### config.mk
export PLATFORM = sky130hd
export DESIGN_NAME = stage2_id_branch
export DESIGN_NICKNAME = d
export VERILOG_FILES = /design/src/rtl/stage2_id_branch.sv
export SDC_FILE = /design/constraint.sdc
export NUM_CORES = 1
export LEC_CHECK = 0
export BUFFER_PORTS_ARGS = -buffer_cell sky130_fd_sc_hd__buf_4
export CAP_MARGIN = 10
export CORE_ASPECT_RATIO = 0.7
export CORE_MARGIN = 2
export CORE_UTILIZATION = 45
export CTS_CLUSTER_SIZE = 12
export DETAILED_ROUTE_END_ITERATION = 16
export PLACE_DENSITY = 0.79
export SLEW_MARGIN = 5
export SYNTH_ARGS = -nofsm -noshare
export SYNTH_HDL_FRONTEND = slang
export SYNTH_SLANG_ARGS = --single-unit
export TNS_END_PERCENT = 20
### constraint.sdc
create_clock -name clk -period 3.4 [get_ports clk]
set_input_delay 0.17 -clock clk [delete_from_list [all_inputs] [get_ports clk]]
set_output_delay 0.17 -clock clk [all_outputs]
set_load 0.01 [all_outputs]
### src/rtl/stage2_id_branch.sv
// stage2_id_branch: decode-stage front end with branch resolution.
// Latches {inst, pc} from IF under valid/allow_in, reads rj/rd from
// the regfile, resolves jirl/b/bl/beq/bne/blt/bge/bltu/bgeu and drives
// br_bus {cancel, taken, target} back to IF.
// Ports: clk, reset (sync, active-high); fs_to_ds_valid/bus in;
// ds_allow_in out; br_bus out; rf_raddr1/2 out, rf_rdata1/2 in;
// ds_stall, es_allow_in in; ds_to_es_valid/bus out.
module stage2_id_branch (
  input  logic         clk,
  input  logic         reset,
  input  logic         fs_to_ds_valid,
  input  logic [63:0]  fs_to_ds_bus,
  output logic         ds_allow_in,
  output logic [33:0]  br_bus,
  output logic [4:0]   rf_raddr1,
  output logic [4:0]   rf_raddr2,
  input  logic [31:0]  rf_rdata1,
  input  logic [31:0]  rf_rdata2,
  input  logic         ds_stall,
  input  logic         es_allow_in,
  output logic         ds_to_es_valid,
  output logic [127:0] ds_to_es_bus
);

  localparam logic [5:0] OP_JIRL = 6'h13;
  localparam logic [5:0] OP_B    = 6'h14;
  localparam logic [5:0] OP_BL   = 6'h15;
  localparam logic [5:0] OP_BEQ  = 6'h16;
  localparam logic [5:0] OP_BNE  = 6'h17;
  localparam logic [5:0] OP_BLT  = 6'h18;
  localparam logic [5:0] OP_BGE  = 6'h19;
  localparam logic [5:0] OP_BLTU = 6'h1a;
  localparam logic [5:0] OP_BGEU = 6'h1b;

  logic        ds_valid;
  logic [31:0] ds_inst;
  logic [31:0] ds_pc;

  logic        ds_ready_go;
  logic        cond;
  logic        br_taken;
  logic        br_taken_cancel;
  logic [31:0] br_target;
  logic [31:0] target;
  logic [5:0]  op;
  logic [15:0] offs16;
  logic [25:0] offs26;
  logic [31:0] imm16;
  logic [31:0] imm26;
  logic        eq;
  logic        lt_s;
  logic        lt_u;

  assign ds_ready_go    = !ds_stall;
  assign ds_allow_in    = !ds_valid
                        || (ds_ready_go && es_allow_in);
  assign ds_to_es_valid = ds_valid && ds_ready_go;

  always_ff @(posedge clk) begin
    if (reset) begin
      ds_valid <= 1'b0;
      ds_inst  <= 32'h0;
      ds_pc    <= 32'h0;
    end else if (ds_allow_in) begin
      ds_valid <= fs_to_ds_valid && !br_taken_cancel;
      if (fs_to_ds_valid) begin
        ds_inst <= fs_to_ds_bus[63:32];
        ds_pc   <= fs_to_ds_bus[31:0];
      end
    end
  end

  assign op     = ds_inst[31:26];
  assign offs16 = ds_inst[25:10];
  assign offs26 = {ds_inst[9:0], ds_inst[25:10]};
  assign imm16  = {{14{offs16[15]}}, offs16, 2'b00};
  assign imm26  = {{4{offs26[25]}}, offs26, 2'b00};

  assign rf_raddr1 = ds_inst[9:5];
  assign rf_raddr2 = ds_inst[4:0];

  assign eq   = rf_rdata1 == rf_rdata2;
  assign lt_s = $signed(rf_rdata1) < $signed(rf_rdata2);
  assign lt_u = rf_rdata1 < rf_rdata2;

  always_comb begin
    cond   = 1'b0;
    target = ds_pc + imm16;
    unique case (1'b1)
      (op == OP_JIRL): begin
        cond   = 1'b1;
        target = rf_rdata1 + imm16;
      end
      (op == OP_B),
      (op == OP_BL): begin
        cond   = 1'b1;
        target = ds_pc + imm26;
      end
      (op == OP_BEQ):  cond = eq;
      (op == OP_BNE):  cond = !eq;
      (op == OP_BLT):  cond = lt_s;
      (op == OP_BGE):  cond = !lt_s;
      (op == OP_BLTU): cond = lt_u;
      (op == OP_BGEU): cond = !lt_u;
      default:         cond = 1'b0;
    endcase
  end

  // Reset masks the redirect in the very cycle it is sampled, so IF
  // never sees a branch from a stage that is being flushed.
  assign br_taken = !reset && ds_valid
                  && ds_ready_go && cond;
  assign br_taken_cancel = br_taken && es_allow_in;
  assign br_target = br_taken ? target : 32'h0;
  assign br_bus = {br_taken_cancel, br_taken, br_target};

  assign ds_to_es_bus = {ds_inst, ds_pc,
                         rf_rdata1, rf_rdata2};

endmodule

* Yosys cells after proc, flatten, opt, wreduce, memory -nomap -nowiden
Index checks and enable logic that the tools add are counted. Widths: inputs -> output; s select.
Word-level totals: bits of input ports 133, logic and storage cells 39, bits in registers 65, output and inout bits 174
Cells by class: reduce and logical (&&, ||, !) cells 18, mux-type cells 3, add/subtract/negate cells 3, $lt $le $gt $ge 2, equality and inequality tests 10
Operators with widths (count):
- $add 32x32->32 | 3
- $lt 32x32->1 | 2
- $pmux 32 s2 | 1
- $eq 6x5->1 const B | 9
- $eq 32x32->1 | 1
- $mux 32 | 1
- $logic_and 1x1->1 | 7
- $logic_not 1->1 | 7
- $pmux 1 s7 | 1
- $reduce_or 3->1 | 1
- $reduce_and 2->1 | 1
- $reduce_or 2->1 | 1
- $logic_or 1x1->1 | 1

* Depth between registers and ports, before layout
Gate-level depths: netlist (run 1).
word-level depth 7, gate-level depth with buffers 15

* Worst setup path before layout (run 1)
No wires, ideal clock.
kind register -> output, start register ds_inst[31], end output port br_bus[31], data arrival time 3.479 ns, stages on the path, launching flop included 16, slack -0.249 ns, path buffers 0, cell sequence dfxtp_1 > nand2b_1 > or4b_2 > nand2_1 > o21ai_0 > ha_1 > and3_1 > o21ai_0 > a21oi_1 > nor3_1 > a31oi_4 > a211o_1 > a211oi_2 > xnor2_1 > nor2_1 > a211oi_2
Between the ends: longest elaborated chain between the ends 5, elaborated cells between the ends (all ways) 15
RTL lines:
- start, declared | line 36 | logic [31:0] ds_inst;
- start signal, assigned | line 67 | ds_inst <= fs_to_ds_bus[63:32];
- $eq 6x5->1, on equally long branches | line 90, 94, 95
- $reduce_or 3->1 (no source line)
- $pmux 1 s7 | line 89 | unique case (1'b1)
- $logic_and 1x1->1 | line 112 | && ds_ready_go && cond;
- $mux 32 * | line 114 | assign br_target = br_taken ? target : 32'h0;
- end, declared | line 14 | output logic [33:0] br_bus,
Every way passes the cells marked *; elsewhere a longest branch is shown, timed or not.

* Final worst setup path (run 1)
start register ds_inst[31], end output port br_bus[30]
The elaborated chain is that of the path after synthesis.

==> results.toml, run 1 <==
[status]
status = "finished, violations left"
violations = "setup timing"

[global_routing]
grt_pass1_vias = 7146
antenna_found_initial = 0
grt_start_max_net_pins = 67
grtUsageTotal_pct = 27.6
grt_overflow = 0
grt_pass1_wl_um = 37800

[detailed_routing]
vias = 8041
drt_iter0_drc = 560
wl_per_cell_um = 16.8
routed_via_density = 5.49
drt-total-wl_um = 24600
route.detailed.drc = 0
ant_nets = 0
dr.pass1.iters = 7

[setup_path]
cp-end-kind = "output port"
regToRegEndpoint = "ds_valid$_SDFFE_PP0N_"
startpoint_type = "register"
path_class = "register to output port"
rr_worst_depth = 8
cp_top_family = "simple AND/OR/NAND/NOR gates"
cp_common_cell = "buf_4"
crit_chain = "nand2b_4 -> or4b_4 -> nand2_4 -> buf_4 -> o21ai_0 -> ha_1 -> nand2_2 -> o211ai_1 -> o31ai_4 -> a21oi_2 -> a41oi_2 -> nor3b_2 -> or3_1 -> buf_4"
path_buf_inv = 2
slowest_delay_ns = 0.58
worstPathRequired_ns = 3.23
crit_fanout = 6
cpMaxStageDelayCell = "or4b_4"
r2r_slack_ns = 1.23
timing.rr.start = "ds_inst[31]$_SDFFE_PP0P_"
cp.arrival_ns = 3.64

[yosys]
synth_top_family_by_area = "compound AO/OA/AOI/OAI gates"
yosysWarnings = 0
synth-compound-area-share_pct = 27.5
ys_seq_area_share_pct = 17.9
synth_cells = 1007
mappedNetlistArea_um2 = 7260
syn_nets = 1232
synth.area.mux_share_pct = 0.138
synth-xor-area-share_pct = 5.31
avgSynthCellArea_um2 = 7.21
yosysUniqueCellTypes = 68
ys_seq_elements = 65
synthAdderAreaFrac_pct = 16.1
synth-simple-area-share_pct = 20.0
synth_edf_count = 0
synth_ff_type = "dfxtp_1"
async_flop_share_pct = 0

[worst_hold_path]
min_from = "fs_to_ds_bus[44]"
min_to = "ds_inst[12]$_SDFFE_PP0P_"
hold_depth = 3
hold_path.class = "input pin to register"

[timing]
fin_skew_ns = 0.00607
fmax_mhz = 263
fin_crit_sh_pct = 112
final_hold_viol_count = 0
rsz0062_at_grt = "true"
setup_viol = 9
finalMaxSlewViolations = 0
timing.slew.headroom_pct = 50.1
min_period_ns = 3.81
hold_ws_ns = 0.0790
tightest_slew_ns = 0.743
layout_setup_ws_ns = -0.409

[die]
start_util_pct = 46.4
dieWidth_um = 156
ios = 307
row_count = 38
die_height_um = 110
die-area_um2 = 17200
core_um2 = 15600

[clocking]
numCtsBuffers = 9
cts_tree = "done"
ctsHoldBuffers = 0
clock_path_buffers = 2
htree_num_levels = 3
cts_sinks = 65
clkTransAtPathRegs_ns = 0.06
clk_latency_ns = 0.33
cts_root_buf = "clkbuf_16"

[pwr]
p_per_area_nw_per_um2 = 292
total_power_uw = 2900
vdd_drop_max_mv = 0.286
power_leakage_uw = 0.00506

[cells_and_area]
mostFrequentLayoutCell = "buf_4"
num_antenna_cells = 0
layout_common_cells = "buf_4 (353), nand2_1 (172), a21oi_1 (131), ha_1 (88)"
nNetsFinal = 1484
drive_gt1_share_pct = 34.3
areaGrowthSynthToFinish_pct = 36.9
postLayoutCellArea_um2 = 9940
utilization_pct = 63.5

[run]
cap_violations = 0

[place]
postPlaceCellArea_um2 = 9440
gp_congestion = 0.958
numPortBuffers = 306
hpwl_um = 19600
==> registers in the layout, summed over array words and instances, names as in the netlist <==
| register | cells |
|---|---|
| ds_inst | 32 |
| ds_pc | 32 |
| ds_valid | 1 |
==> synth_stat cells, types with 4 or more instances <==
master      n  area (um^2)
nand2b_1    7         43.8
and3_1      6         37.5
nand4_1    13         81.3
dfxtp_1    65         1300
o21ai_1     4         20.0
a211oi_1   15          113
inv_1      58          218
buf_4      78          586
nor3b_1     6         45.0
nand2_1   175          657
ha_1       90         1130
o21a_1     12         90.1
xnor2_1    27          236
xor2_1     17          149
o211ai_1    4         30.0
a221oi_1    4         35.0
clkbuf_1   32          120
a211oi_2    5         62.6
a21o_1     35          263
o21bai_1    8         60.1
nor2_1     54          203
nor3_1     16         80.1
nand3_1    12         60.1
o21ai_0    42          210
a21boi_0    5         37.5
or3_1       7         43.8
nor4_1      4         25.0
a21oi_1   140          701
and2_1      6         37.5
a21oi_2     4         35.0
nor2b_1     8         50.1
==> power breakdown <==
group / switching, uW / internal [uW] / total (uW) / leakage, uW
logic: 552 / 518 / 1070 / 0.00437
clock network: 387 / 574 / 961 / 0.000146
registers: 61.6 / 809 / 871 / 0.000537
==> what timing repair did <==
item                       in CTS  in global routing
resized for setup              22                 22
pin swaps                      16                  5
setup buffers                   4                  1
setup endpoints to repair      12                 14
cloned                          0                  0
hold endpoints to repair        0                  0
==> area by class of cell <==
| type | instances | area [um^2] |
|---|---|---|
| clock buffers | 9 | 225 |
| clock inverters | 7 | 77.6 |
| fillers | 1408 | 5700 |
| inverters | 58 | 218 |
| multi-input cells | 771 | 5180 |
| flip-flops and latches | 65 | 1310 |
| well taps | 200 | 250 |
| repair buffers | 354 | 2680 |
==> kinds of logic (layout without fill, tap and decap cells) <==
family | count (synthesis) | after routing
simple gates | 325 | 325
compound gates | 309 | 309
buf+inv | 171 | 428
fa+ha+maj | 92 | 92
flops | 65 | 65
xor+xnor | 44 | 44
mux | 1 | 1
==> worst max-delay path by stage <==
stage	cells past startpoint	startpoint	endpoint
final	14	ds_inst[31]$_SDFFE_PP0P_	br_bus[30]
after global routing	14	ds_inst[31]$_SDFFE_PP0P_	br_bus[30]
after CTS	16	ds_inst[31]$_SDFFE_PP0P_	br_bus[29]
after detailed placement	14	ds_inst[31]$_SDFFE_PP0P_	br_bus[30]
after global placement	16	ds_inst[31]$_SDFFE_PP0P_	br_bus[31]
after floorplan	15	ds_inst[31]$_SDFFE_PP0P_	br_bus[31]
==> through the flow <==
step                setup TNS [ns]  cells  worst slack [ns]
floorplan                        0   1007           0.00172
global placement            -0.117   1442           -0.0562
detailed placement          -0.453   1442            -0.136
CTS                          -2.06   1462            -0.338
global route                 -4.22   1464            -0.556
finish                       -2.49   1464            -0.409
==> per-layer routing <==
layer / share of wire, % / global-route usage [%] / vias to the layer above
met1: 47 / 40.1 / 3661
met2: 43 / 42.7 / 387
met5: 0 / 0 / -
met4: 1.3 / 5.64 / 0
li1: - / - / 3968
met3: 8.9 / 4.96 / 25
==> worst min-delay path, stage by stage <==
cell	delay, ns
buf_4	0.11
nand2_1	0.05
a21oi_1	0.05
(Power assumes the default switching activity.)
==> inputs of run 2 (changes only) <==
--- a/config.mk
+++ b/config.mk
@@ -9,10 +9,11 @@
 export CAP_MARGIN = 10
 export CORE_ASPECT_RATIO = 0.7
 export CORE_MARGIN = 2
-export CORE_UTILIZATION = 45
+export CORE_UTILIZATION = 50
 export CTS_CLUSTER_SIZE = 12
 export DETAILED_ROUTE_END_ITERATION = 16
-export PLACE_DENSITY = 0.79
+export PLACE_DENSITY = 0.83
+export SETUP_SLACK_MARGIN = 0.2
 export SLEW_MARGIN = 5
 export SYNTH_ARGS = -nofsm -noshare
 export SYNTH_HDL_FRONTEND = slang
==> constraint.sdc (replaced) <==
create_clock -name clk -period 3.8 [get_ports clk]
set_input_delay 0.19 -clock clk [delete_from_list [all_inputs] [get_ports clk]]
set_output_delay 0.19 -clock clk [all_outputs]
set_load 0.01 [all_outputs]
==> results.toml, run 2 (synthesis gave the netlist of run 1 again) <==
[status]
status = "finished, violations left"
violations = "setup timing"

[clocking]
clock_path_buffers = 2
numCtsBuffers = 9
clkTransAtPathRegs_ns = 0.06
ctsHoldBuffers = 0
cts_root_buf = "clkbuf_16"
htree_num_levels = 3
clk_latency_ns = 0.33
cts_sinks = 65
cts_tree = "done"

[detailed_routing]
route.detailed.drc = 0
drt_iter0_drc = 632
highest_layer = "met4"
wl_met3_um = 2470
drt-met1-wl_um = 11200
dr_wl_met2_um = 10400
drt-total-wl_um = 24600
routed_via_density = 5.61
wl_per_cell_um = 17.1
dr.pass1.iters = 5
vias = 8077
ant_nets = 0

[setup_path]
cp.arrival_ns = 3.68
r2r_slack_ns = 1.65
startpoint_type = "register"
cp-end-kind = "output port"
path_class = "register to output port"
crit_fanout = 5
worstPathRequired_ns = 3.61

[timing]
finalMaxSlewViolations = 0
fin_skew_ns = 0.00280
timing.slew.headroom_pct = 13.9
fmax_mhz = 258
fin_crit_sh_pct = 102
setup_viol = 2
layout_setup_ws_ns = -0.0699
rsz0062_at_grt = "true"
min_period_ns = 3.87
final_hold_viol_count = 0
tightest_slew_ns = 1.29

[die]
row_count = 36
dieWidth_um = 148
ios = 307
die-area_um2 = 15500
start_util_pct = 51.6
core_um2 = 14100
die_height_um = 105

[cells_and_area]
drive_gt1_share_pct = 33.1
multiInputGateArea_um2 = 5170
reg_top3 = "ds_inst: 32 flops, ds_pc: 32 flops, ds_valid: 1 flops"
areaGrowthSynthToFinish_pct = 34.7
nNetsFinal = 1469
layout_common_cells = "buf_4 (335), nand2_1 (171), a21oi_1 (130), ha_1 (87), dfxtp_1 (62)"
mostFrequentLayoutCell = "buf_4"
fillerInstances = 1202
regArea_um2 = 1310
num_antenna_cells = 0

[global_routing]
antenna_found_initial = 0
grt_overflow = 0
grt_pass1_wl_um = 37200
grtUsageTotal_pct = 29.7
grt_pass1_vias = 7162
grt_start_max_net_pins = 67

[pwr]
p_per_area_nw_per_um2 = 256
combinationalPowerShare_pct = 37.8
p_clk_share_pct = 31.0
power_leakage_uw = 0.00496
p_switching_uw = 865
p_seq_share_pct = 31.2
p_int_uw = 1630
total_power_uw = 2500
vdd_drop_max_mv = 0.250
swShare_pct = 34.6

[place]
gp_congestion = 0.957
hpwl_um = 19100
numPortBuffers = 306
pre_cts_ws_ns = -0.0126

[run]
cap_violations = 0

[worst_hold_path]
hold_path.class = "input pin to register"
==> run 2: cell types whose count changed in the layout (fill, tap and decap cells not counted), sizes merged <==
cell      previous run  this run
buf                354       339
clkbuf               9        12
inv                 60        58
bufinv               1         0
clkinv               3         2
clkinvlp             1         2
==> run 2: final timing paths <==
path / endpoint / cells after the start / start
worst max-delay path: br_bus[30] / 15 / ds_inst[31]$_SDFFE_PP0P_
worst min-delay path: ds_pc[1]$_SDFFE_PP0P_ / 3 / fs_to_ds_bus[1]
worst max register to register: ds_valid$_SDFFE_PP0N_ / 8 / ds_inst[31]$_SDFFE_PP0P_
worst min register to register: ds_pc[30]$_SDFFE_PP0P_ / 2 / ds_pc[30]$_SDFFE_PP0P_
==> run 2: routing by layer <==
metal | track usage [%] | up-vias
li1 | - | 3937
met1 | 42.8 | 3672
met2 | 44.2 | 426
met3 | 6.29 | 42
met4 | 8.71 | 0
met5 | 0 | -
==> run 2: metrics by stage <==
| stage | area [um^2] | hold WS, ns | TNS [ns] | cells | utilization (%) |
|---|---|---|---|---|---|
| floorplan | 7260 | 0.326 | 0 | 1007 | - |
| global placement | 9240 | 0.437 | 0 | 1410 | 65.8 |
| detailed placement | 9240 | 0.443 | -0.0126 | 1410 | 65.8 |
| CTS | 9640 | 0.0970 | -0.110 | 1435 | 68.6 |
| global route | 9770 | 0.102 | -0.849 | 1439 | 69.6 |
| finish | 9770 | 0.0989 | -0.0955 | 1439 | 69.6 |
==> run 2: area by class of cell <==
class,instances,area share (%)
clock buffers,12,2.52
inverters,58,2.23
repair buffers,339,26.3
well taps,190,2.43
flip-flops and latches,65,13.4
multi-input cells,771,52.9
clock inverters,4,0.294
==> run 2: power by group through the flow <==
| stage | Clock, uW | Combinational (uW) | Sequential [uW] |
|---|---|---|---|
| 2_1_floorplan | 0 | 557 | 792 |
| 3_3_place_gp | 0 | 890 | 790 |
| 3_5_place_dp | 0 | 901 | 790 |
| 4_1_cts | 775 | 920 | 777 |
| 5_1_grt | 803 | 1030 | 784 |
| 6_report | 776 | 945 | 780 |
==> run 2: worst max-delay path: stages, from the launching register on <==
cell	delay [ns]
dfxtp_2	0.31
nand2b_4	0.13
or4b_4	0.53
buf_4	0.17
o21ai_2	0.15
ha_4	0.23
and3_4	0.18
buf_4	0.13
nand2_2	0.08
o211ai_1	0.11
o31ai_2	0.37
a21oi_2	0.13
a41oi_2	0.21
a2111oi_2	0.12
or3_1	0.36
buf_6	0.14
==> run 2: timing repair <==
action	in CTS	in global routing
gates resized for setup	21	23
hold endpoints to repair	0	0
endpoints found under the setup margin	11	13
pin swaps	24	23
buffers inserted	9	4
cloned	0	0
==> inputs of run 3 (changes only) <==
--- a/config.mk
+++ b/config.mk
@@ -7,12 +7,14 @@
 export LEC_CHECK = 0
 export BUFFER_PORTS_ARGS = -buffer_cell sky130_fd_sc_hd__buf_4
 export CAP_MARGIN = 10
-export CORE_ASPECT_RATIO = 0.7
+export CORE_ASPECT_RATIO = 0.6
 export CORE_MARGIN = 2
 export CORE_UTILIZATION = 50
+export CTS_CLUSTER_DIAMETER = 40
 export CTS_CLUSTER_SIZE = 12
 export DETAILED_ROUTE_END_ITERATION = 16
 export PLACE_DENSITY = 0.83
+export REMOVE_ABC_BUFFERS = 1
 export SETUP_SLACK_MARGIN = 0.2
 export SLEW_MARGIN = 5
 export SYNTH_ARGS = -nofsm -noshare
==> results.toml, run 3 (synthesis gave the netlist of run 1 again) <==
[worst_hold_path]
min_to = "ds_inst[11]$_SDFFE_PP0P_"
min_from = "fs_to_ds_bus[43]"
hold_depth = 3
hold_path.class = "input pin to register"

[timing]
rsz0062_at_grt = "true"
fmax_mhz = 261
final_hold_viol_count = 0
setup_viol = 1
layout_setup_ws_ns = -0.0343
finalMaxSlewViolations = 0
fin_skew_ns = 0.0139
tightest_slew_ns = 0.763
fin_crit_sh_pct = 101
timing.slew.headroom_pct = 48.7
min_period_ns = 3.83

[global_routing]
grt_overflow = 0
use_met1_pct = 45.5
grt_pass1_wl_um = 40000
grt_busiest_layer = "met2"
grt_start_max_net_pins = 67
met2_usage_pct = 47.4
antenna_found_initial = 0
use_met3_pct = 8.49
grtUsageTotal_pct = 31.9
grt_pass1_vias = 7603

[setup_path]
r2r_slack_ns = 1.45
timing.rr.start = "ds_inst[31]$_SDFFE_PP0P_"
regToRegEndpoint = "ds_valid$_SDFFE_PP0N_"
rr_worst_depth = 9
path_class = "register to output port"
startpoint_type = "register"
cp-end-kind = "output port"
worstPathRequired_ns = 3.61
cp.arrival_ns = 3.64
crit_fanout = 7

[cells_and_area]
postLayoutCellArea_um2 = 9940
regArea_um2 = 1310
fillerInstances = 1268
layout_common_cells = "buf_4 (341), nand2_1 (172), a21oi_1 (128), ha_1 (89), dfxtp_1 (61)"
utilization_pct = 69.3
num_antenna_cells = 0
mostFrequentLayoutCell = "buf_4"
nNetsFinal = 1475
multiInputGateArea_um2 = 5250
areaGrowthSynthToFinish_pct = 36.9
drive_gt1_share_pct = 34.3
reg_top3 = "ds_inst: 32 flops, ds_pc: 32 flops, ds_valid: 1 flops"

[place]
postPlaceCellArea_um2 = 9340
gp_congestion = 0.939
numPortBuffers = 306
hpwl_um = 20100

[detailed_routing]
ant_nets = 0
drt-total-wl_um = 25700
drt_iter0_drc = 655
vias = 8131
dr.pass1.iters = 5
route.detailed.drc = 0
wl_per_cell_um = 17.7
routed_via_density = 5.60

[clocking]
htree_num_levels = 3
clk_latency_ns = 0.34
ctsHoldBuffers = 0
cts_tree = "done"
cts_root_buf = "clkbuf_16"
cts_sinks = 65
numCtsBuffers = 9
clock_path_buffers = 2
clkTransAtPathRegs_ns = 0.07

[status]
status = "finished, violations left"
violations = "setup timing"

[die]
ios = 307
row_count = 34
die-area_um2 = 15500
dieWidth_um = 160
die_height_um = 97.3
core_um2 = 14300
start_util_pct = 50.6

[pwr]
power_leakage_uw = 0.00503
vdd_drop_max_mv = 0.228
p_per_area_nw_per_um2 = 262

[run]
cap_violations = 0
==> run 3: cell count changes in the layout (fill, tap and decap cells not counted), sizes merged <==
cell and change:
clkinvlp -1, inv +2, buf +6, bufinv +1, clkbuf -2
==> run 3: layout make-up <==
| type | instances | area share [%] |
|---|---|---|
| Inverter | 58 | 2.19 |
| Clock inverter | 6 | 0.655 |
| Timing Repair Buffer | 345 | 26.3 |
| Tap cell | 198 | 2.49 |
| Multi-Input combinational cell | 771 | 52.9 |
| Sequential cell | 65 | 13.2 |
| Clock buffer | 10 | 2.30 |
==> run 3: worst max-delay path by stage <==
stage / startpoint / endpoint / cells after the start / slack, ns
6_report: ds_inst[31]$_SDFFE_PP0P_ / br_bus[30] / 15 / -0.03
3_5_place_dp: ds_inst[31]$_SDFFE_PP0P_ / br_bus[30] / 14 / 0.002
3_3_place_gp: ds_inst[31]$_SDFFE_PP0P_ / br_bus[31] / 17 / 0.12
4_1_cts: ds_inst[31]$_SDFFE_PP0P_ / br_bus[31] / 17 / -0.1
5_1_grt: ds_inst[31]$_SDFFE_PP0P_ / br_bus[30] / 15 / -0.20
2_1_floorplan: ds_inst[31]$_SDFFE_PP0P_ / br_bus[6] / 5 / -0.36
==> run 3: routing by layer <==
metal	part of all wire, %	wire length [um]
met3	10	2560
met2	42	10800
met4	2.1	542
met1	46	11800
met5	0	0
==> run 3: worst max-delay path, cell delays in order (launching register included) <==
cell      delay (ns)
dfxtp_2         0.32
nand2b_4        0.13
or4b_4          0.54
nand2_4         0.11
buf_6           0.12
o21ai_2         0.05
ha_1            0.32
buf_6           0.14
nand2_4         0.05
o211ai_1        0.26
o31ai_2         0.13
a21oi_2         0.23
a41oi_2         0.17
nor3b_2         0.19
or3_1           0.41
buf_6           0.13
==> run 3: repair_timing <==
action	4_1_cts	5_1_grt
endpoints found under the setup margin	13	14
buffers inserted	3	5
pin swaps	31	27
gates resized for setup	34	31
==> run 3: power breakdown <==
| part | leakage [uW] | switching, uW | internal (uW) | total, uW |
|---|---|---|---|---|
| Combinational | 0.00435 | 513 | 459 | 972 |
| Sequential | 0.000537 | 51.9 | 723 | 775 |
| Clock | 0.000143 | 346 | 511 | 857 |
==> run 3: through the flow <==
step                hold slack (ns)  TNS (ns)  setup WS (ns)  total power, uW  cells
floorplan                     0.259     -2.19         -0.359             1260    894
CTS                          0.0803    -0.138        -0.0980             2580   1448
detailed placement            0.446         0        0.00230             1700   1429
global route                 0.0916    -0.704         -0.201             2740   1453
global placement              0.438         0          0.118             1690   1429
finish                       0.0835   -0.0343        -0.0343             2600   1453
